<file path="src/rtl/dm_bus_arbiter.sv">
// dm_bus_arbiter: shares the single data-memory port between the CPU M-stage
// load/store path and a secondary device master (UART loader / debug DMA).
// Each transfer goes IDLE (arbitrate) -> ISSUE (mem_en) -> [WAIT] -> RESP (ack).
// CPU has priority; after STARVE_MAX consecutive CPU wins over a pending
// device request, the device is forced to win.
//
// Ports:
//   clk, reset                      clock, async active-high reset
//   cpu_req/byteen/addr/wdata/flush CPU request side (byteen == 0 -> read)
//   cpu_rdata, cpu_ack, cpu_stall   CPU response and pipeline freeze
//   dev_req/byteen/addr/wdata       device request side
//   dev_rdata, dev_ack              device response
//   mem_en/byteen/addr/wdata        registered memory request
//   mem_rdata                       memory read data, RD_LAT cycles after mem_en
//   busy, owner                     transfer in progress / 0=CPU, 1=device
module dm_bus_arbiter #(
  parameter int unsigned RD_LAT     = 1,
  parameter int unsigned STARVE_MAX = 4
) (
  input  logic        clk,
  input  logic        reset,
  input  logic        cpu_req,
  input  logic [3:0]  cpu_byteen,
  input  logic [31:0] cpu_addr,
  input  logic [31:0] cpu_wdata,
  input  logic        cpu_flush,
  output logic [31:0] cpu_rdata,
  output logic        cpu_ack,
  output logic        cpu_stall,
  input  logic        dev_req,
  input  logic [3:0]  dev_byteen,
  input  logic [31:0] dev_addr,
  input  logic [31:0] dev_wdata,
  output logic [31:0] dev_rdata,
  output logic        dev_ack,
  output logic        mem_en,
  output logic [3:0]  mem_byteen,
  output logic [31:0] mem_addr,
  output logic [31:0] mem_wdata,
  input  logic [31:0] mem_rdata,
  output logic        busy,
  output logic        owner
);

  localparam logic [3:0] STARVE_MAX_C = 4'(STARVE_MAX);
  localparam logic [2:0] WAIT_INIT_C  = 3'(RD_LAT - 1);

  typedef enum logic [1:0] {IDLE, ISSUE, WAIT, RESP} state_t;

  state_t      state_q, state_d;
  logic [3:0]  starve_cnt_q, starve_cnt_d;
  logic [2:0]  wait_cnt_q, wait_cnt_d;
  logic [3:0]  mem_byteen_q, mem_byteen_d;
  logic [31:0] mem_addr_q, mem_addr_d;
  logic [31:0] mem_wdata_q, mem_wdata_d;
  logic        owner_q, owner_d;
  logic [31:0] cpu_rdata_q, cpu_rdata_d;
  logic [31:0] dev_rdata_q, dev_rdata_d;

  logic cand_cpu, cand_dev, dev_win, cpu_win;

  always_comb begin
    state_d      = state_q;
    starve_cnt_d = starve_cnt_q;
    wait_cnt_d   = wait_cnt_q;
    mem_byteen_d = mem_byteen_q;
    mem_addr_d   = mem_addr_q;
    mem_wdata_d  = mem_wdata_q;
    owner_d      = owner_q;
    cpu_rdata_d  = cpu_rdata_q;
    dev_rdata_d  = dev_rdata_q;

    cand_cpu = cpu_req & ~cpu_flush;
    cand_dev = dev_req;
    dev_win  = cand_dev & (~cand_cpu | (starve_cnt_q == STARVE_MAX_C));
    cpu_win  = cand_cpu & ~dev_win;

    unique case (state_q)
      IDLE: begin
        if (dev_win) begin
          mem_byteen_d = dev_byteen;
          mem_addr_d   = dev_addr;
          mem_wdata_d  = dev_wdata;
          owner_d      = 1'b1;
          state_d      = ISSUE;
        end else if (cpu_win) begin
          mem_byteen_d = cpu_byteen;
          mem_addr_d   = cpu_addr;
          mem_wdata_d  = cpu_wdata;
          owner_d      = 1'b0;
          state_d      = ISSUE;
        end
        // Counts CPU wins only while the device is actually waiting.
        if (cpu_win && cand_dev) begin
          if (starve_cnt_q != STARVE_MAX_C) starve_cnt_d = starve_cnt_q + 4'd1;
        end else begin
          starve_cnt_d = '0;
        end
      end
      ISSUE: begin
        if (mem_byteen_q != '0) begin
          state_d = RESP;
        end else begin
          wait_cnt_d = WAIT_INIT_C;
          state_d    = WAIT;
        end
      end
      WAIT: begin
        if (wait_cnt_q == '0) begin
          if (owner_q) dev_rdata_d = mem_rdata;
          else         cpu_rdata_d = mem_rdata;
          state_d = RESP;
        end else begin
          wait_cnt_d = wait_cnt_q - 3'd1;
        end
      end
      RESP: state_d = IDLE;
      default: state_d = IDLE;
    endcase
  end

  always_ff @(posedge clk or posedge reset) begin
    if (reset) begin
      state_q      <= IDLE;
      starve_cnt_q <= '0;
      wait_cnt_q   <= '0;
      mem_byteen_q <= '0;
      mem_addr_q   <= '0;
      mem_wdata_q  <= '0;
      owner_q      <= 1'b0;
      cpu_rdata_q  <= '0;
      dev_rdata_q  <= '0;
    end else begin
      state_q      <= state_d;
      starve_cnt_q <= starve_cnt_d;
      wait_cnt_q   <= wait_cnt_d;
      mem_byteen_q <= mem_byteen_d;
      mem_addr_q   <= mem_addr_d;
      mem_wdata_q  <= mem_wdata_d;
      owner_q      <= owner_d;
      cpu_rdata_q  <= cpu_rdata_d;
      dev_rdata_q  <= dev_rdata_d;
    end
  end

  // Strobes decode straight from the state register so reset removes them
  // without waiting for a clock edge.
  assign mem_en     = (state_q == ISSUE);
  assign busy       = (state_q != IDLE);
  assign cpu_ack    = (state_q == RESP) & ~owner_q;
  assign dev_ack    = (state_q == RESP) &  owner_q;
  assign cpu_stall  = cpu_req & ~cpu_ack & ~cpu_flush;
  assign owner      = owner_q;
  assign mem_byteen = mem_byteen_q;
  assign mem_addr   = mem_addr_q;
  assign mem_wdata  = mem_wdata_q;
  assign cpu_rdata  = cpu_rdata_q;
  assign dev_rdata  = dev_rdata_q;

endmodule

</file>
<file path="config.mk">
export PLATFORM = sky130hd
export DESIGN_NAME = dm_bus_arbiter
export DESIGN_NICKNAME = d
export VERILOG_FILES = /design/src/rtl/dm_bus_arbiter.sv
export SDC_FILE = /design/constraint.sdc
export NUM_CORES = 1
export LEC_CHECK = 0
export ABC_AREA = 0
export CORE_MARGIN = 5
export CORE_UTILIZATION = 45
export CTS_BUF_LIST = sky130_fd_sc_hd__clkbuf_4 sky130_fd_sc_hd__clkbuf_8
export DETAILED_ROUTE_END_ITERATION = 8
export GPL_ROUTABILITY_DRIVEN = 0
export PLACE_DENSITY = 0.9
export SETUP_SLACK_MARGIN = 0.4
export SYNTH_ARGS = -nofsm -noshare
export SYNTH_HDL_FRONTEND = slang
export SYNTH_SLANG_ARGS = --single-unit
</file>
<file path="constraint.sdc">
create_clock -name clk -period 7.7 [get_ports clk]
set_input_delay 1.155 -clock clk [delete_from_list [all_inputs] [get_ports clk]]
set_output_delay 1.155 -clock clk [all_outputs]
set_load 0.02 [all_outputs]
</file>
==> flow_summary.yaml <==
global_routing:
  grt_usage: 0.240
  grt_max_degree: 137
  antenna_found_initial: 0
  grt_pass1_wl_mm: 35.1
  grt_pass1_vias: 6446
  overflow: 0
clocking:
  clockRootBuffer: "clkbuf_8"
  clkTransAtPathRegs_ns: 0.08
  cts_htree_levels: 4
  numCtsBuffers: 17
  cts_tree: "done"
  postCtsSetupRepairBufs: 0
  cts.sinks: 142
  cts_hold_buf: 0
  cts_resized: 0
  clk_latency_ns: 0.43
  ctsLongestPathBuffers: 2
sta:
  tightest_slew_ns: 1.20
  setup_viol: 0
  hold_viol: 0
  max_freq_ghz: 0.263
  slew_violations: 0
  maxSlewHeadroom: 0.200
  grt_setup_unrepaired: "no"
  fin_skew_ns: 0.0161
  period_share: 0.494
  finalCriticalPeriod_ns: 3.80
  fin_setup_tns_ns: 0
logic_synthesis:
  synthArstFlopShare: 1.00
  synth.cell_area_um2: 7050
  synth_edf_count: 0
  synth-main-ff-cell: "dfrtp_1"
  synth.avg_cell_area_um2: 11.5
  syn_inst: 614
  synth_cell_types: 35
  ys_seq_area_frac: 0.504
  syn_nets: 795
  ys_warn_count: 0
  synth-seq-cells: 142
placed_design:
  dp_cells: 1069
  portBuffers: 310
  hpwl_mm: 15.3
worst_hold_path:
  hold_class: "register to register"
route:
  vias_per_cell: 5.96
  firstDrtPassIters: 5
  routed_wl_mm: 22.8
  num_vias: 6545
  drt_iter0_drc: 338
  drc_errors: 0
  final_antenna_net_count: 0
  wire_per_inst_um: 20.7
power:
  p_leak_nw: 4.15
  power_mw: 4.02
  seqPwrFrac: 0.325
  p_comb_frac: 0.521
  power.density_nw_per_um2: 383
  vdd_drop_max_mv: 0.200
  switching_power_mw: 1.57
  clkPwrFrac: 0.153
  internal_power_mw: 2.45
  switching_share: 0.391
layout:
  multiInputGateArea_um2: 2830
  seqCellArea_um2: 3550
  final_util: 0.689
  fin_cells: 1099
  layout_commonest_cell: "clkdlybuf4s50_1"
  drive_gt1_frac: 0.119
  filler_cell_count: 1097
  final_cell_mix: "clkdlybuf4s50_1, dfrtp_1, a2111oi_0, inv_1, a211oi_1"
  area_growth_pct: 49.2
  antenna_cells: 0
  final_nets: 1058
setup_path:
  setup.worst_path.start_class: "input pin"
  cpMostUsedCell: "clkdlybuf4s50_1"
  path_cells: "clkdlybuf4s50_1 > nand2b_2 > nor2_1 > clkdlybuf4s50_1"
  worst-endpoint-arrival_ns: 2.65
  path_max_fanout: 2
  crit_path_end_kind: "output pin"
  slowest_delay_ns: 0.63
  cp.required_ns: 6.55
  slowest_stage: "clkdlybuf4s50_1"
  worstSetupPathType: "input pin to output pin"
  cp_top_family: "buffers and inverters"
  crit_buf_inv: 2
die:
  fp.dieW_um: 135
  die_h_um: 135
  die-area_um2: 18300
  rows: 45
  io_pins: 311
  core-area_um2: 15300
  start_util: 0.462
status:
  outcome: "finished, final reports clean"
flow_run:
  drv_cap: 0
power groups by stage:
stage,clock network (mW),logic [mW],registers [mW]
floorplan,0,0.695,1.72
global placement,0,2.07,1.30
detailed placement,0,2.12,1.32
CTS,0.632,2.12,1.31
global route,0.666,2.23,1.36
finish,0.618,2.10,1.31
cell usage after synthesis, drive strengths merged, types with 2 or more instances:
cell type,number,area (um2)
nor2b,3,18.8
nand2,2,7.51
inv,78,293
nor2,4,15.0
buf,25,204
o2bb2ai,2,17.5
ha,8,100
a22o,3,26.3
and2,2,12.5
dfrtp,142,3550
nand3,4,20.0
mux2,65,732
a211oi,68,510
clkbuf,51,191
a2111oi,136,1190
a31oi,2,12.5
nand2b,4,25.0
o41ai,3,26.3
layout make-up:
class                           count  area share
Sequential cell                   142       0.338
Timing Repair Buffer              320       0.302
Multi-Input combinational cell    318       0.269
Inverter                           78      0.0283
Tap cell                          211      0.0251
Clock buffer                       18      0.0230
Clock inverter                     12      0.0156
sequential cells by signal (all words and copies together) (netlist names):
register	flops
wait_cnt_q	3
mem_byteen	4
owner	1
mem_addr	32
state_q	2
mem_wdata	32
cpu_rdata	32
dev_rdata	32
starve_cnt_q	4
through the flow:
step                      area (um2)  worst slack [ns]  hold slack, ns
after floorplan                 7050              2.74           0.473
after global placement         10100              3.90           0.472
after detailed placement       10100              3.88           0.481
after CTS                      10500              3.89           0.498
after global routing           10500              3.87           0.502
final                          10500              3.90           0.496
path summary, 6_finish.rpt:
path	from	to	slack (ns)	cells after the start
max in group asynchronous	reset	mem_wdata[15]	5.19	3
worst max register to register	starve_cnt_q[0]	mem_wdata[30]	4.84	6
min in group asynchronous	reset	cpu_rdata[26]	1.22	2
worst min-delay path	cpu_rdata[28]	cpu_rdata[28]	0.50	1
worst min register to register	cpu_rdata[28]	cpu_rdata[28]	0.50	1
worst max-delay path	cpu_flush	cpu_stall	3.90	4
cell families after synthesis:
logic type      after synthesis  synth area share
buf+inv                     154            0.0976
mux                          66             0.105
flops                       142             0.504
compound gates              219             0.258
simple gates                 25            0.0202
fa+ha+maj                     8            0.0142
metal layers:
metal	wire (um)	part of all wire	global-route usage
met1	8850	0.39	0.307
met3	2440	0.11	0.0828
met4	552	0.024	0.0806
met5	0	0	0
met2	10900	0.48	0.382
(Power assumes the default switching activity.)
